==> src/rtl/itcm_auto_loader_if.sv <==
// AXI4-lite bus bundle between the ITCM auto-loader (master) and the fabric
// (slave).
// Ports: AW/W/B write channels, AR/R read channels.
//
// Valid/ready semantics on every channel: a transfer completes on the rising
// edge where VALID and READY are both high. A source that raises VALID keeps
// it high, with its payload unchanged, until that edge. VALID never waits for
// READY. READY may depend on VALID.
interface itcm_auto_loader_if;
  logic        AWVALID;
  logic        AWREADY;
  logic [31:0] AWADDR;
  logic [2:0]  AWPROT;
  logic        WVALID;
  logic        WREADY;
  logic [31:0] WDATA;
  logic [3:0]  WSTRB;
  logic        BVALID;
  logic        BREADY;
  logic [1:0]  BRESP;
  logic        ARVALID;
  logic        ARREADY;
  logic [31:0] ARADDR;
  logic [2:0]  ARPROT;
  logic        RVALID;
  logic        RREADY;
  logic [31:0] RDATA;
  logic [1:0]  RRESP;

  modport master (
    output AWVALID, AWADDR, AWPROT, WVALID, WDATA, WSTRB, BREADY,
    output ARVALID, ARADDR, ARPROT, RREADY,
    input  AWREADY, WREADY, BVALID, BRESP, ARREADY, RVALID, RDATA, RRESP
  );

  modport slave (
    input  AWVALID, AWADDR, AWPROT, WVALID, WDATA, WSTRB, BREADY,
    input  ARVALID, ARADDR, ARPROT, RREADY,
    output AWREADY, WREADY, BVALID, BRESP, ARREADY, RVALID, RDATA, RRESP
  );
endinterface

==> src/rtl/itcm_auto_loader.sv <==
// ITCM auto-loader: an AXI4-lite master that copies LOAD_WORDS 32-bit words
// from the flash window (SRC_BASE) into the ITCM window (DST_BASE). It runs
// one read and then one write per word, with a single transaction in flight.
// Ports:
//   ACLK, ARESET    clock, synchronous active-high reset
//   start           one-cycle copy request, accepted only when idle
//   itcm_auto_load  high while a copy runs, so the slave blocks normal ITCM access
//   load_done       one-cycle pulse when a copy ends (finished or aborted)
//   load_error      sticky error flag for any non-OKAY response; cleared by start
//   dbg_state       current FSM state (IDLE=0 .. DONE=5)
//   axi             AXI4-lite master port
module itcm_auto_loader #(
  parameter logic [31:0] SRC_BASE   = 32'h0000_0000,
  parameter logic [31:0] DST_BASE   = 32'h0000_0000,
  parameter int unsigned LOAD_WORDS = 1024,
  parameter int unsigned CNT_WIDTH  = 16
) (
  input  logic               ACLK,
  input  logic               ARESET,
  input  logic               start,
  output logic               itcm_auto_load,
  output logic               load_done,
  output logic               load_error,
  output logic [2:0]         dbg_state,
  itcm_auto_loader_if.master axi
);

  typedef enum logic [2:0] {
    S_IDLE    = 3'd0,
    S_RD_ADDR = 3'd1,
    S_RD_DATA = 3'd2,
    S_WR_REQ  = 3'd3,
    S_WR_RESP = 3'd4,
    S_DONE    = 3'd5
  } state_t;

  localparam logic [CNT_WIDTH-1:0] LOAD_N = CNT_WIDTH'(LOAD_WORDS);

  state_t               state_q, state_d;
  logic [31:0]          rd_addr_q, rd_addr_d;
  logic [31:0]          wr_addr_q, wr_addr_d;
  logic [31:0]          data_q, data_d;
  logic [CNT_WIDTH-1:0] cnt_q, cnt_d;
  logic                 aw_done_q, aw_done_d;
  logic                 w_done_q, w_done_d;
  logic                 arvalid_q, arvalid_d;
  logic                 rready_q, rready_d;
  logic                 awvalid_q, awvalid_d;
  logic                 wvalid_q, wvalid_d;
  logic                 bready_q, bready_d;
  logic                 busy_q, busy_d;
  logic                 done_q, done_d;
  logic                 err_q, err_d;

  logic [CNT_WIDTH-1:0] cnt_inc;
  logic                 aw_now;
  logic                 w_now;

  always_comb begin
    state_d   = state_q;
    rd_addr_d = rd_addr_q;
    wr_addr_d = wr_addr_q;
    data_d    = data_q;
    cnt_d     = cnt_q;
    aw_done_d = aw_done_q;
    w_done_d  = w_done_q;
    err_d     = err_q;
    cnt_inc   = cnt_q + CNT_WIDTH'(1);
    // A write channel counts as done once its handshake happened, in this
    // cycle or in an earlier one.
    aw_now    = aw_done_q | (awvalid_q & axi.AWREADY);
    w_now     = w_done_q | (wvalid_q & axi.WREADY);

    case (state_q)
      S_IDLE: begin
        if (start) begin
          rd_addr_d = SRC_BASE;
          wr_addr_d = DST_BASE;
          cnt_d     = '0;
          err_d     = 1'b0;
          state_d   = (LOAD_N == '0) ? S_DONE : S_RD_ADDR;
        end
      end
      S_RD_ADDR: begin
        if (arvalid_q && axi.ARREADY) state_d = S_RD_DATA;
      end
      S_RD_DATA: begin
        if (axi.RVALID) begin
          data_d = axi.RDATA;
          if (axi.RRESP != 2'b00) begin
            err_d   = 1'b1;
            state_d = S_DONE;
          end else begin
            state_d = S_WR_REQ;
          end
        end
      end
      S_WR_REQ: begin
        aw_done_d = aw_now;
        w_done_d  = w_now;
        if (aw_now && w_now) begin
          aw_done_d = 1'b0;
          w_done_d  = 1'b0;
          state_d   = S_WR_RESP;
        end
      end
      S_WR_RESP: begin
        if (axi.BVALID) begin
          if (axi.BRESP != 2'b00) begin
            err_d   = 1'b1;
            state_d = S_DONE;
          end else begin
            cnt_d     = cnt_inc;
            rd_addr_d = rd_addr_q + 32'd4;
            wr_addr_d = wr_addr_q + 32'd4;
            state_d   = (cnt_inc == LOAD_N) ? S_DONE : S_RD_ADDR;
          end
        end
      end
      S_DONE: state_d = S_IDLE;
      default: state_d = S_IDLE;
    endcase

    // Outputs are registered from the next state, so each one is valid in
    // the same cycle as the state it belongs to.
    arvalid_d = (state_d == S_RD_ADDR);
    rready_d  = (state_d == S_RD_DATA);
    awvalid_d = (state_d == S_WR_REQ) && !aw_done_d;
    wvalid_d  = (state_d == S_WR_REQ) && !w_done_d;
    bready_d  = (state_d == S_WR_RESP);
    done_d    = (state_d == S_DONE);
    busy_d    = (state_d != S_IDLE) && (state_d != S_DONE);
  end

  always_ff @(posedge ACLK) begin
    if (ARESET) begin
      state_q   <= S_IDLE;
      rd_addr_q <= '0;
      wr_addr_q <= '0;
      data_q    <= '0;
      cnt_q     <= '0;
      aw_done_q <= 1'b0;
      w_done_q  <= 1'b0;
      arvalid_q <= 1'b0;
      rready_q  <= 1'b0;
      awvalid_q <= 1'b0;
      wvalid_q  <= 1'b0;
      bready_q  <= 1'b0;
      busy_q    <= 1'b0;
      done_q    <= 1'b0;
      err_q     <= 1'b0;
    end else begin
      state_q   <= state_d;
      rd_addr_q <= rd_addr_d;
      wr_addr_q <= wr_addr_d;
      data_q    <= data_d;
      cnt_q     <= cnt_d;
      aw_done_q <= aw_done_d;
      w_done_q  <= w_done_d;
      arvalid_q <= arvalid_d;
      rready_q  <= rready_d;
      awvalid_q <= awvalid_d;
      wvalid_q  <= wvalid_d;
      bready_q  <= bready_d;
      busy_q    <= busy_d;
      done_q    <= done_d;
      err_q     <= err_d;
    end
  end

  assign axi.ARVALID    = arvalid_q;
  assign axi.ARADDR     = rd_addr_q;
  assign axi.ARPROT     = 3'b000;
  assign axi.RREADY     = rready_q;
  assign axi.AWVALID    = awvalid_q;
  assign axi.AWADDR     = wr_addr_q;
  assign axi.AWPROT     = 3'b000;
  assign axi.WVALID     = wvalid_q;
  assign axi.WDATA      = data_q;
  assign axi.WSTRB      = 4'hF;
  assign axi.BREADY     = bready_q;
  assign itcm_auto_load = busy_q;
  assign load_done      = done_q;
  assign load_error     = err_q;
  assign dbg_state      = state_q;

endmodule

==> src/flat_wrapper.sv <==
// flat-port wrapper written by rule: the top's interface ports become plain ports
module itcm_auto_loader_flat 
#(
  parameter logic [31:0] SRC_BASE   = 32'h0000_0000,
  parameter logic [31:0] DST_BASE   = 32'h0000_0000,
  parameter int unsigned LOAD_WORDS = 1024,
  parameter int unsigned CNT_WIDTH  = 16
)
  (ACLK, ARESET, start, itcm_auto_load, load_done, load_error, dbg_state, axi_AWVALID, axi_AWADDR, axi_AWPROT, axi_WVALID, axi_WDATA, axi_WSTRB, axi_BREADY, axi_ARVALID, axi_ARADDR, axi_ARPROT, axi_RREADY, axi_AWREADY, axi_WREADY, axi_BVALID, axi_BRESP, axi_ARREADY, axi_RVALID, axi_RDATA, axi_RRESP);
  itcm_auto_loader_if axi_i ();
  input  logic ACLK;
  input  logic ARESET;
  input  logic start;
  output logic itcm_auto_load;
  output logic load_done;
  output logic load_error;
  output logic [2:0] dbg_state;
  output wire logic [$bits(axi_i.AWVALID)-1:0] axi_AWVALID;
  output wire logic [$bits(axi_i.AWADDR)-1:0] axi_AWADDR;
  output wire logic [$bits(axi_i.AWPROT)-1:0] axi_AWPROT;
  output wire logic [$bits(axi_i.WVALID)-1:0] axi_WVALID;
  output wire logic [$bits(axi_i.WDATA)-1:0] axi_WDATA;
  output wire logic [$bits(axi_i.WSTRB)-1:0] axi_WSTRB;
  output wire logic [$bits(axi_i.BREADY)-1:0] axi_BREADY;
  output wire logic [$bits(axi_i.ARVALID)-1:0] axi_ARVALID;
  output wire logic [$bits(axi_i.ARADDR)-1:0] axi_ARADDR;
  output wire logic [$bits(axi_i.ARPROT)-1:0] axi_ARPROT;
  output wire logic [$bits(axi_i.RREADY)-1:0] axi_RREADY;
  input wire logic [$bits(axi_i.AWREADY)-1:0] axi_AWREADY;
  input wire logic [$bits(axi_i.WREADY)-1:0] axi_WREADY;
  input wire logic [$bits(axi_i.BVALID)-1:0] axi_BVALID;
  input wire logic [$bits(axi_i.BRESP)-1:0] axi_BRESP;
  input wire logic [$bits(axi_i.ARREADY)-1:0] axi_ARREADY;
  input wire logic [$bits(axi_i.RVALID)-1:0] axi_RVALID;
  input wire logic [$bits(axi_i.RDATA)-1:0] axi_RDATA;
  input wire logic [$bits(axi_i.RRESP)-1:0] axi_RRESP;
  assign axi_AWVALID = axi_i.AWVALID;
  assign axi_AWADDR = axi_i.AWADDR;
  assign axi_AWPROT = axi_i.AWPROT;
  assign axi_WVALID = axi_i.WVALID;
  assign axi_WDATA = axi_i.WDATA;
  assign axi_WSTRB = axi_i.WSTRB;
  assign axi_BREADY = axi_i.BREADY;
  assign axi_ARVALID = axi_i.ARVALID;
  assign axi_ARADDR = axi_i.ARADDR;
  assign axi_ARPROT = axi_i.ARPROT;
  assign axi_RREADY = axi_i.RREADY;
  assign axi_i.AWREADY = axi_AWREADY;
  assign axi_i.WREADY = axi_WREADY;
  assign axi_i.BVALID = axi_BVALID;
  assign axi_i.BRESP = axi_BRESP;
  assign axi_i.ARREADY = axi_ARREADY;
  assign axi_i.RVALID = axi_RVALID;
  assign axi_i.RDATA = axi_RDATA;
  assign axi_i.RRESP = axi_RRESP;
  itcm_auto_loader #(.SRC_BASE(SRC_BASE), .DST_BASE(DST_BASE), .LOAD_WORDS(LOAD_WORDS), .CNT_WIDTH(CNT_WIDTH)) u_core (.ACLK(ACLK), .ARESET(ARESET), .start(start), .itcm_auto_load(itcm_auto_load), .load_done(load_done), .load_error(load_error), .dbg_state(dbg_state), .axi(axi_i));
endmodule
==> config.mk <==
export PLATFORM = sky130hd
export DESIGN_NAME = itcm_auto_loader_flat
export DESIGN_NICKNAME = d
export VERILOG_FILES = /design/src/rtl/itcm_auto_loader_if.sv /design/src/rtl/itcm_auto_loader.sv /design/src/flat_wrapper.sv
export SDC_FILE = /design/constraint.sdc
export NUM_CORES = 1
export LEC_CHECK = 0
export BUFFER_PORTS_ARGS = -buffer_cell sky130_fd_sc_hd__buf_4
export CORE_UTILIZATION = 52
export CTS_CLUSTER_SIZE = 14
export DETAILED_ROUTE_END_ITERATION = 16
export PLACE_DENSITY = 0.8
export SETUP_SLACK_MARGIN = 0.05
export SLEW_MARGIN = 20
export SYNTH_ARGS = -nofsm -noshare
export SYNTH_HDL_FRONTEND = slang
export SYNTH_SLANG_ARGS = --single-unit
==> constraint.sdc <==
create_clock -name ACLK -period 2.8 [get_ports ACLK]
set_input_delay 0.28 -clock ACLK [delete_from_list [all_inputs] [get_ports ACLK]]
set_output_delay 0.28 -clock ACLK [all_outputs]
set_load 0.02 [all_outputs]
After elaboration in Yosys (flattened, before gate mapping):

Index checks and enable logic that the tools add are counted.

* multiplexer cells: 30
* reduce and logical (&&, ||, !) cells: 16
* equality and inequality tests: 17
* bitwise operators: 4
* add/subtract/negate cells: 3

Operators by type and width (number)
* $mux 32: 5
* $pmux 32 s2: 2
* $add 32x3->32 const B: 2
* $mux 16: 3
* $pmux 16 s2: 1
* $mux 3: 8
* $add 16x1->16 const B: 1
* $eq 16x11->1 const B: 1
* $pmux 3 s5: 1
* $eq 3x2->1 const B: 4
* $eq 3x3->1 const B: 3
* $mux 1: 9
* $ne 2x2->1 const B: 4
* $eq 3x1->1 const B: 2
* $reduce_and 6->1: 1
* $reduce_bool 2->1: 3
* $reduce_bool 3->1: 2
* $logic_and 1x1->1: 5
* $ne 2x1->1 const B: 2
* $reduce_and 4->1: 1
* $logic_not 3->1: 1
* $ne 3x3->1 const B: 1
* $pmux 1 s3: 1
* $and 1x1->1: 2
* other kinds (3): 5

* register bits after elaboration: 125
* input bits: 44

Depth between registers and ports, before layout:

Gate-level depths: netlist of the first run.

* depth after elaboration: 8
* gate-level depth with buffers: 9

Least setup slack after synthesis of the first run:

No wires, ideal clock.

* path type: reg-to-reg
* start: reg u_core.cnt_q[0]
* end: reg u_core.bready_q, in the netlist u_core.axi.BREADY
* arrival: 2.147 ns
* stages on the path, launching flop included: 8
* period minus slack after synthesis: 2.234 ns
* required time: 2.713 ns
* slack: 0.566 ns
* library setup time: 0.087 ns
* path buffers: 0
* path through: dfxtp_1 > ha_1 > nand3_2 > nor4_1 > xor2_1 > a2111oi_4 > a21oi_2 > nor4b_2

* word-level cells in the longest chain between the ends: 7

Ends and longest elaborated chain
* from (decl): RTL line itcm_auto_loader.sv:43 `logic [CNT_WIDTH-1:0] cnt_q, cnt_d;`
* from (signal assigned): RTL line itcm_auto_loader.sv:157 `cnt_q <= cnt_d;`
* $add 16x1->16: RTL line itcm_auto_loader.sv:68 `cnt_inc = cnt_q + CNT_WIDTH'(1);`
* $eq 16x11->1: RTL line itcm_auto_loader.sv:116 `state_d = (cnt_inc == LOAD_N) ? S_DONE : S_RD_ADDR;`
* $mux 3: RTL line itcm_auto_loader.sv:116
* $mux 3: RTL line itcm_auto_loader.sv:109 `if (axi.BRESP != 2'b00) begin`
* $mux 3: RTL line itcm_auto_loader.sv:108 `if (axi.BVALID) begin`
* $pmux 3 s5: RTL line itcm_auto_loader.sv:74 `case (state_q)`
* $eq 3x3->1: RTL line itcm_auto_loader.sv:130 `bready_d = (state_d == S_WR_RESP);`
* to (signal assigned): RTL line itcm_auto_loader.sv:164 `bready_q <= bready_d;`
* to (decl): RTL line itcm_auto_loader.sv:50 `logic bready_q, bready_d;`

No other way between the ends.
A chain may end at the register's enable or synchronous reset.

Final worst setup path of the first run:

Same ends and word-level chain as after synthesis.

==> PnR_summary.wiki, run 1 <==
{| class="wikitable"
! Metric !! Value
|-
| Cells along the critical path || ha_1 -> nand3_2 -> nor4_1 -> xor2_1 -> a2111oi_4 -> a21oi_2 -> nor4b_2
|-
| Shortest period the worst path allows || about 2.5 ns
|-
| Overall fraction of global-route tracks in use || 25.5%
|-
| Post-cts gate resize count || 0
|-
| Area of the core || 10400 um^2
|-
| Top-Level Pins || approximately 160
|-
| Hold Violations, Final || 1
|-
| Sinks on the clock net || around 120
|-
| Largest net degree at the start of global routing || approximately 60
|-
| Flip-flop and latch count after synthesis || 121
|-
| Number of nets in the layout || 877
|-
| Number of remaining DRC errors || 0
|-
| H-tree lvl count || 4
|-
| Clk slew on worst S/H paths || 0.07 ns
|-
| Post-detailed-placement half-perimeter wirelength || 9590 um
|-
| Number of hold-repair buffers added at the cts stage || 5
|-
| Clock latency on the worst-skew pair || 0.52 ns
|-
| Cells on Worst Hold Path || 3
|-
| Max-cap viol count || 0
|-
| Number of inserted filler cells in the final layout || 799
|-
| Violated checks || hold timing
|-
| Total cell area at the placement stage || between 6000 and 7000 um^2
|-
| Number of optimization iterations in the first detailed-route pass || 4
|-
| TNS Setup || 0 ns
|-
| Clock tree root driver cell || clkbuf_8
|-
| Share of synthesized registers carrying an async set or reset || 0%
|-
| Worst stage delay on the critical path || 0.53 ns
|-
| Netlist area before placement || 5650 um^2
|-
| Kind of cell with the highest combined delay on the critical path || simple AND/OR/NAND/NOR gates
|-
| Pre-CTS WS || 0.330 ns
|-
| Drt initial violations || 298
|-
| Cell with the biggest individual delay on the critical path || dfxtp_1
|-
| Clock tree from TritonCTS || yes
|-
| Top post-synthesis cells by area || dfxtp_1 43%, nand2_1 7.2%, nor2_1 5.8%
|-
| Worst slew margin || 56.2%
|-
| Final RePlAce weighted congestion || about 0.9
|-
| Via density || 5.53
|-
| First-pass GRT wire length || 23200 um
|-
| Residual antenna-violating net count after detailed routing || 0
|-
| Startpoint of the lowest-slack register-to-register path || u_core.cnt_q[0]
|-
| Type of element capturing the critical path || register
|-
| Cell Rows || 37
|-
| Worst Path Arrival || approximately 3 ns
|-
| Layout cell share with drive strength beyond 1 || 24.1%
|-
| Ratio of total power to cell area || 558 nW/um^2
|-
| Total Die Area || 11300 um^2
|-
| Total design power || 4.12 mW
|-
| Seq/Total Area, Yosys || around 43%
|-
| Crit path buf inv count || 0
|-
| Final setup violating endpoints || 0
|-
| Average size of a mapped cell || 8.18 um^2
|-
| Maximum count of clock buffers along a single path || 2
|-
| Via Count || 5408
|-
| Placed instance count || 941
|-
| Worst IR Drop VDD || 0.000391 V
|-
| Num CTS Buffers || 17
|-
| Path length in cells of the critical path || 7
|-
| Post-Route Skew || 0.00881 ns
|-
| Hold crit path type || in -> reg
|-
| Top_reg_cell synth || dfxtp_1
|-
| Biggest area consumer among synthesized cells || dfxtp_1
|-
| Number of buffers added for setup after CTS || 0
|-
| Residual overflow from global routing || 0
|-
| Number of global-route vias before repair || 5115
|-
| Leakage || ~2.9 nW
|-
| Internal reg-to-reg setup slack || about 0.28 ns
|-
| Final slew viol count || 0
|-
| Worst Setup Start Kind || register
|-
| RSZ-0062 raised after global routing || no
|-
| Crit-path max FO || 10
|-
| Synth-to-Final Area Change || 30.7%
|-
| Run status || finished with violations
|-
| Final worst setup slack || 0.284 ns
|-
| Die outline height || 106 um
|-
| Count of antenna diodes in the layout || 0
|-
| Fin Hold WS || -0.000741 ns
|-
| Launch point of the critical path || u_core.cnt_q[0]
|-
| Depth of the worst register-to-register path || 7
|-
| Capture instance of the worst register-to-register path || u_core.axi.BREADY
|-
| Cell Count, Final, Fillers Out || 978
|-
| Starting Density || 54.3%
|-
| Max Fclk || 0.397 GHz
|-
| CP Capture Point || u_core.axi.BREADY
|-
| Number of antenna violations at the first check in global routing || 0
|-
| Portion of synthesized cell area occupied by the leading cell type || a little over two fifths
|-
| Number of synthesized flops with an enable pin || 0
|-
| Die width || 106 um
|-
| Required time worst endpoint || between 3 and 4 ns
|-
| Post-route design area || between 7000 and 8000 um^2
|-
| Fin crit share || 89.9%
|-
| Avg WL per Cell || 14.4 um
|-
| Slew @ Worst Pin || 0.655 ns
|-
| Most numerous cell types in the synthesized netlist || 121 x dfxtp_1, 109 x nand2_1, 87 x nor2_1
|-
| Utilization of the core after routing || 70.9%
|-
| Wire length after detailed routing || 14100 um
|-
| Startpoint-to-endpoint class of the critical path || reg -> reg
|-
| Number of distinct standard cells referenced by the synthesized netlist || 59
|-
| IO buf count || about 150
|-
| Yosys Warn Count || 0
|-
| Instance count of the mapped netlist || roughly 700
|-
| Cell with the most instances after synthesis || dfxtp_1
|}
==> worst min-delay path, stage by stage <==
cell	delay [ns]
buf_4	0.11
nand2_1	0.04
a21oi_1	0.05
==> layout make-up <==
| type | instances | area [um^2] | share of cell area (%) |
|---|---|---|---|
| multi-input combinational | 524 | 2980 | 40.4 |
| sequential | 121 | 2420 | 32.8 |
| timing repair buffer | 160 | 1210 | 16.4 |
| clock buffer | 17 | 414 | 5.61 |
| tap | 136 | 170 | 2.30 |
| clock inverter | 15 | 165 | 2.24 |
| inverter | 5 | 18.8 | 0.254 |
==> cells by family after synthesis <==
logic type                 count (synthesis)  synth area share [%]
other                                      2                 0.133
buffers and inverters                     58                  5.14
and+or+nand+nor                          330                  29.4
muxes                                      1                 0.266
xor gates and xnor gates                  54                  8.37
adders and majority gates                  4                 0.886
AOI/OAI and AO/OA                        121                  12.9
DFF                                      121                  42.9
==> metal layers <==
layer / GRT usage, % / vias up / wire length [um]
met5: 0 / - / 0
met3: 7.85 / 34 / 1010
met4: 10.4 / 0 / 298
met2: 43.4 / 205 / 6940
li1: - / 2644 / -
met1: 29.6 / 2525 / 5860
==> report_power, final <==
group / switching, mW / total [mW] / internal [mW]
combinational: 0.135 / 0.226 / 0.0911
sequential: 0.0152 / 1.75 / 1.73
clock: 0.861 / 2.15 / 1.28
total: 1.01 / 4.12 / 3.11
==> placed cells by master (no fill, tap or decap), types with 6 or more instances in the layout <==
| master | Yosys | routed |
|---|---|---|
| a21oi_1 | 63 | 63 |
| and3_1 | 12 | 12 |
| and4_1 | 9 | 9 |
| buf_4 | 16 | 155 |
| clkbuf_16 | 0 | 16 |
| conb_1 | 2 | 14 |
| dfxtp_1 | 121 | 121 |
| nand2_1 | 109 | 109 |
| nand3_1 | 26 | 26 |
| nand4_1 | 14 | 14 |
| nor2_1 | 87 | 87 |
| nor2b_1 | 6 | 6 |
| nor3_1 | 15 | 15 |
| nor4_1 | 11 | 11 |
| o21ai_0 | 22 | 22 |
| or3_1 | 11 | 11 |
| xnor2_1 | 24 | 24 |
| xor2_1 | 30 | 30 |
==> sequential cells by signal, indices dropped and copies added (netlist names) <==
signal	count
u_core.aw_done_q	1
u_core.axi.ARADDR	30
u_core.axi.ARVALID	1
u_core.axi.AWADDR	30
u_core.axi.AWVALID	1
u_core.axi.BREADY	1
u_core.axi.RREADY	1
u_core.axi.WDATA	32
u_core.axi.WVALID	1
u_core.cnt_q	16
u_core.dbg_state	3
u_core.itcm_auto_load	1
u_core.load_done	1
u_core.load_error	1
u_core.w_done_q	1
==> worst min-delay path by stage <==
stage / startpoint / to / slack [ns]
final: axi_RDATA[19] / u_core.axi.WDATA[19] / -0.0007
after global routing: axi_RDATA[26] / u_core.axi.WDATA[26] / 0.0005
after CTS: axi_RDATA[31] / u_core.axi.WDATA[31] / 0.001
after detailed placement: u_core.axi.WDATA[4] / u_core.axi.WDATA[4] / 0.45
after global placement: u_core.axi.WDATA[8] / u_core.axi.WDATA[8] / 0.44
after floorplan: axi_RDATA[0] / u_core.axi.WDATA[0] / 0.42
(Power assumes the default switching activity.)
==> run 2: changes to the inputs <==
--- a/config.mk
+++ b/config.mk
@@ -6,10 +6,10 @@
 export NUM_CORES = 1
 export LEC_CHECK = 0
 export BUFFER_PORTS_ARGS = -buffer_cell sky130_fd_sc_hd__buf_4
-export CORE_UTILIZATION = 52
+export CORE_UTILIZATION = 50
 export CTS_CLUSTER_SIZE = 14
 export DETAILED_ROUTE_END_ITERATION = 16
-export PLACE_DENSITY = 0.8
+export PLACE_DENSITY = 0.77
 export SETUP_SLACK_MARGIN = 0.05
 export SLEW_MARGIN = 20
 export SYNTH_ARGS = -nofsm -noshare
==> run 2 against run 1 <==
Compared with the run above: total power increased by 4.0%; first-iteration DRC count increased by 54%; highest routed layer unchanged; clock skew increased by 0.0055 ns; critical path type unchanged; fmax down 3.4%; clock-buffer cell count grew 5; non-clock buffer count down 2; the flow now finishes without violations; setup slack worse by 0.089 ns; final cell count up 0.20%; critical endpoint unchanged; largest power group unchanged; global-route usage down 1.4 points.
==> PnR_summary.wiki, run 2 (same netlist as run 1, synthesis figures left out) <==
{| class="wikitable"
! Metric !! Value
|-
| Run status || complete, no violations
|-
| Internal reg-to-reg setup slack || 0.19 ns
|-
| Post-route design area || 7430 um^2
|-
| Total Die Area || 11700 um^2
|-
| Die outline height || approximately 110 um
|-
| Post-detailed-placement half-perimeter wirelength || 9630 um
|-
| Worst Setup Start Kind || register
|-
| Startpoint of the tightest hold check path || axi_RDATA[18]
|-
| Number of global-route vias before repair || 4929
|-
| Synth-to-Final Area Change || 31.5%
|-
| Cell Rows || 38
|-
| Max-cap viol count || 0
|-
| Overall fraction of global-route tracks in use || 24.1%
|-
| Number of buffers added for setup after CTS || 0
|-
| Cells on Worst Hold Path || 3
|-
| Startpoint of the lowest-slack register-to-register path || u_core.cnt_q[0]
|-
| Leakage || between 2 and 3 nW
|-
| H-tree lvl count || 4
|-
| Depth of the worst register-to-register path || 7
|-
| Clk slew on worst S/H paths || 0.06 ns
|-
| Final slew viol count || 0
|-
| Top library cells by usage in the layout, fill and taps aside || 157 x buf_4, 120 x dfxtp_1, 109 x nand2_1
|-
| Num CTS Buffers || 17
|-
| RSZ-0062 raised after global routing || no
|-
| Avg WL per Cell || about 14 um
|-
| Number of hold-repair buffers added at the cts stage || 0
|-
| Sinks on the clock net || 121
|-
| Via Count || ~5300
|-
| Area of the core || 10900 um^2
|-
| Hold crit path type || in -> reg
|-
| Count of antenna diodes in the layout || 0
|-
| Top-Level Pins || 161
|-
| Final setup violating endpoints || 0
|-
| Number of antenna violations at the first check in global routing || 0
|-
| Largest net degree at the start of global routing || 52
|-
| Clock tree from TritonCTS || yes
|-
| Most frequent standard cell in the layout excluding fill and tap cells || buf_4
|-
| Type of element capturing the critical path || register
|-
| Residual antenna-violating net count after detailed routing || 0
|-
| Number of remaining DRC errors || 0
|-
| Clock latency on the worst-skew pair || 0.42 ns
|-
| Clock tree root driver cell || clkbuf_16
|-
| TNS Setup || 0 ns
|-
| Post-cts gate resize count || 0
|-
| Residual overflow from global routing || 0
|-
| Wire length after detailed routing || 13800 um
|-
| Worst slew margin || 63.7%
|-
| Max Fclk || ~0.38 GHz
|-
| IO buf count || 146
|-
| Shortest period the worst path allows || approximately 2.6 ns
|-
| Slew @ Worst Pin || 0.539 ns
|-
| Footprint of the multi-input gates || 2990 um^2
|-
| Number of flip-flops in the largest register || 32
|-
| Drt initial violations || 458
|-
| Number of nets in the layout || between 800 and 900
|-
| Via density || approximately 5.5
|-
| Hold Violations, Final || 0
|-
| Fin Hold WS || 0.102 ns
|-
| Maximum count of clock buffers along a single path || 2
|-
| Launch point of the critical path || u_core.cnt_q[0]
|-
| Sequential cell area || 2420 um^2
|-
| Die width || around 110 um
|-
| Utilization of the core after routing || 68.0%
|-
| First-pass GRT wire length || 22400 um
|-
| Ratio of total power to cell area || 577 nW/um^2
|-
| Final RePlAce weighted congestion || 0.882
|-
| Worst IR Drop VDD || 0.000424 V
|-
| Fin crit share || 93.0%
|-
| Total cell area at the placement stage || slightly below 7000 um^2
|-
| Total design power || approximately 4.3 mW
|-
| Worst Path Arrival || about 2.9 ns
|-
| Post-Route Skew || ~0.014 ns
|-
| Number of inserted filler cells in the final layout || 890
|-
| Number of optimization iterations in the first detailed-route pass || 5
|-
| Required time worst endpoint || 3.13 ns
|-
| Layout cell share with drive strength beyond 1 || about a quarter
|-
| Crit-path max FO || 10
|-
| Starting Density || between 50 and 60%
|-
| Startpoint-to-endpoint class of the critical path || reg -> reg
|}
[run 2: worst paths after layout]
path	to
setup reg to reg	u_core.axi.BREADY
hold / removal	u_core.axi.WDATA[18]
hold reg to reg	u_core.axi.WDATA[20]
setup / recovery	u_core.axi.BREADY
[run 2: layout make-up]
class	count	area share, %
Multi-Input combinational cell	524	40.2
Sequential cell	121	32.6
Timing Repair Buffer	158	16.1
Clock buffer	22	6.24
Tap cell	140	2.36
Clock inverter	10	2.26
Inverter	5	0.252
[run 2: worst max-delay path: stages, from the launching register on]
cell       delay (ns)
dfxtp_1          0.53
ha_2             0.31
nand3_2          0.20
nor4_1           0.44
xor2_1           0.21
a2111oi_4        0.43
a21oi_2          0.14
nor4b_2          0.26
[run 2: stage by stage]
step / cells / setup slack, ns
after floorplan: 703 / 0.566
after global placement: 948 / 0.393
after detailed placement: 948 / 0.215
after CTS: 980 / 0.181
after global routing: 980 / 0.0536
final: 980 / 0.195
[run 2: per-layer routing]
metal / part of all wire [%] / track usage, %
met5: 0 / 0
met2: 50 / 40.9
met4: 1.4 / 9.36
met3: 6.7 / 7.66
met1: 42 / 28.3
[run 2: where the power goes]
part / switching [mW] / total (mW) / internal (mW)
combinational: 0.132 / 0.224 / 0.0926
clock: 0.772 / 2.31 / 1.54
sequential: 0.0159 / 1.75 / 1.74
total: 0.919 / 4.29 / 3.37
==> run 3: changes to the inputs <==
--- a/config.mk
+++ b/config.mk
@@ -10,7 +10,7 @@
 export CTS_CLUSTER_SIZE = 14
 export DETAILED_ROUTE_END_ITERATION = 16
 export PLACE_DENSITY = 0.77
-export SETUP_SLACK_MARGIN = 0.05
+export SETUP_SLACK_MARGIN = 0.3
 export SLEW_MARGIN = 20
 export SYNTH_ARGS = -nofsm -noshare
 export SYNTH_HDL_FRONTEND = slang
==> run 3 against run 2 <==
Compared with the run above: non-clock buffer count unchanged; final area up 0.40%; utilization up 0.27 points; clock power about the same; clock-buffer cell count unchanged; first-iteration DRC count up 4.8%; wire length up 0.70%; global-route usage up 0.064 points; combinational power about the same.
==> PnR_summary.wiki, run 3 (same netlist as run 1, synthesis figures left out) <==
{| class="wikitable"
! Metric !! Value
|-
| Final RePlAce weighted congestion || 0.882
|-
| Final worst setup slack || 0.546 ns
|-
| Number of optimization iterations in the first detailed-route pass || 5
|-
| Path length in cells of the critical path || 6
|-
| Top-Level Pins || 161
|-
| Number of global-route vias before repair || 4930
|-
| Die width || 108 um
|-
| Required time worst endpoint || 3.13 ns
|-
| Number of buffers added for setup after CTS || 0
|-
| Metal1 wirelength || 5780 um
|-
| Most frequent standard cell in the layout excluding fill and tap cells || buf_4
|-
| Final slew viol count || 0
|-
| TNS Setup || 0 ns
|-
| Worst Setup Start Kind || register
|-
| Max-cap viol count || 0
|-
| Hold Violations, Final || 0
|-
| Pre-CTS WS || ~0.22 ns
|-
| RSZ-0062 raised after global routing || no
|-
| Num CTS Buffers || 17
|-
| Sinks on the clock net || 121
|-
| Type of element capturing the critical path || register
|-
| Cell Rows || 38
|-
| Shortest period the worst path allows || 2.25 ns
|-
| Max Fclk || 0.444 GHz
|-
| Ratio of total power to cell area || 575 nW/um^2
|-
| Number of nets in the layout || 875
|-
| Wire length on met2 || 6810 um
|-
| Routed wire length on met3 || 1080 um
|-
| Cells along the critical path || nand3_4 -> nor4_1 -> xor2_1 -> a2111oi_4 -> a21oi_2 -> nor4b_2
|-
| Internal reg-to-reg setup slack || between 0.5 and 0.6 ns
|-
| Largest net degree at the start of global routing || 52
|-
| Worst stage delay on the critical path || 0.57 ns
|-
| Crit path buf inv count || 0
|-
| Clock tree root driver cell || clkbuf_16
|-
| Number of antenna violations at the first check in global routing || 0
|-
| Drt initial violations || 480
|-
| First-pass GRT wire length || between 20000 and 25000 um
|-
| Run status || complete, no violations
|-
| Capture instance of the worst register-to-register path || u_core.axi.BREADY
|-
| Uppermost metal layer occupied by signal nets || met4
|-
| Top library cells by usage in the layout, fill and taps aside || 157 x buf_4, 119 x dfxtp_1, 109 x nand2_1
|-
| Total Die Area || 11700 um^2
|-
| Startpoint of the lowest-slack register-to-register path || u_core.cnt_q[4]
|-
| Clock tree from TritonCTS || yes
|-
| Post-detailed-placement half-perimeter wirelength || 9630 um
|-
| Via density || 5.48
|-
| Final setup violating endpoints || 0
|-
| Clk slew on worst S/H paths || 0.06 ns
|-
| Post-Route Skew || approximately 0.008 ns
|-
| Crit-path max FO || 11
|-
| Number of remaining DRC errors || 0
|-
| Hold crit path type || in -> reg
|-
| Maximum count of clock buffers along a single path || 2
|-
| Worst Path Arrival || 2.58 ns
|-
| Avg WL per Cell || 14.2 um
|-
| Via Count || 5370
|-
| Count of antenna diodes in the layout || 0
|-
| Starting Density || 51.7%
|-
| Residual overflow from global routing || 0
|-
| Layout cell share with drive strength beyond 1 || 24.8%
|-
| Leakage || 2.96 nW
|-
| Kind of cell with the highest combined delay on the critical path || simple AND/OR/NAND/NOR gates
|-
| Wire length after detailed routing || 13900 um
|-
| Depth of the worst register-to-register path || 6
|-
| IO buf count || about 150
|-
| Cell with the biggest individual delay on the critical path || dfxtp_1
|-
| Launch point of the critical path || u_core.cnt_q[4]
|-
| Fin crit share || 80.5%
|-
| CP Capture Point || u_core.axi.BREADY
|-
| Area of the core || 10900 um^2
|-
| H-tree lvl count || 4
|-
| Residual antenna-violating net count after detailed routing || 0
|-
| Overall fraction of global-route tracks in use || 24.2%
|-
| Slew @ Worst Pin || around 0.60 ns
|-
| Worst IR Drop VDD || 0.000419 V
|-
| Die outline height || 108 um
|-
| Synth-to-Final Area Change || 32.1%
|-
| Worst slew margin || 59.4%
|-
| Number of flip-flops in the largest register || 32
|-
| Clock latency on the worst-skew pair || 0.42 ns
|-
| Startpoint-to-endpoint class of the critical path || reg -> reg
|}
## run 3: cell counts in the layout (fill, tap and decap cells not counted)
Identical to the previous run, type by type.
## run 3: report_power, final
part           internal, mW  leakage (nW)  switching (mW)
clock network          1.54         0.293           0.777
logic                0.0927          1.69           0.132
registers              1.74         0.977          0.0157
## run 3: worst min-delay path by stage
stage	startpoint	end	depth (start not counted)
detailed placement	u_core.axi.WDATA[20]	u_core.axi.WDATA[20]	2
CTS	axi_RDATA[6]	u_core.axi.WDATA[6]	3
finish	axi_RDATA[18]	u_core.axi.WDATA[18]	3
floorplan	axi_RDATA[0]	u_core.axi.WDATA[0]	2
global placement	u_core.axi.WDATA[24]	u_core.axi.WDATA[24]	2
global route	axi_RDATA[30]	u_core.axi.WDATA[30]	3
## run 3: final cells by class
| type | instances | area (um^2) |
|---|---|---|
| fillers | 886 | 3470 |
| clock buffers | 22 | 464 |
| flip-flops and latches | 121 | 2420 |
| well taps | 140 | 175 |
| multi-input cells | 524 | 3020 |
| clock inverters | 10 | 168 |
| repair buffers | 158 | 1200 |
| inverters | 5 | 18.8 |
## run 3: stage by stage
stage / std cells / power [mW] / hold slack [ns] / util, % / cell area (um^2)
5_1_grt: 980 / 4.42 / 0.106 / 68.3 / 7460
3_3_place_gp: 948 / 2.01 / 0.443 / 62.2 / 6800
2_1_floorplan: 703 / 1.92 / 0.416 / - / 5700
4_1_cts: 980 / 4.32 / 0.0978 / 68.1 / 7440
6_report: 980 / 4.29 / 0.105 / 68.3 / 7460
3_5_place_dp: 948 / 2.01 / 0.447 / 62.2 / 6800
## run 3: tightest hold or removal path, cell delays in order
cell     delay [ns]
buf_4          0.11
nand2_1        0.04
a21oi_1        0.05
## run 3: timing repair
item / CTS / global route
endpoints found under the setup margin: 5 / 3
gates cloned: 0 / 0
hold buffers: 0 / 0
pin swaps: 0 / 1
gates resized for setup: 4 / 3
## run 3: per-layer routing
metal	GRT usage [%]	vias up
met2	41.0	220
met1	28.4	2483
met4	9.36	0
met5	0	-
met3	7.66	26
li1	-	2641
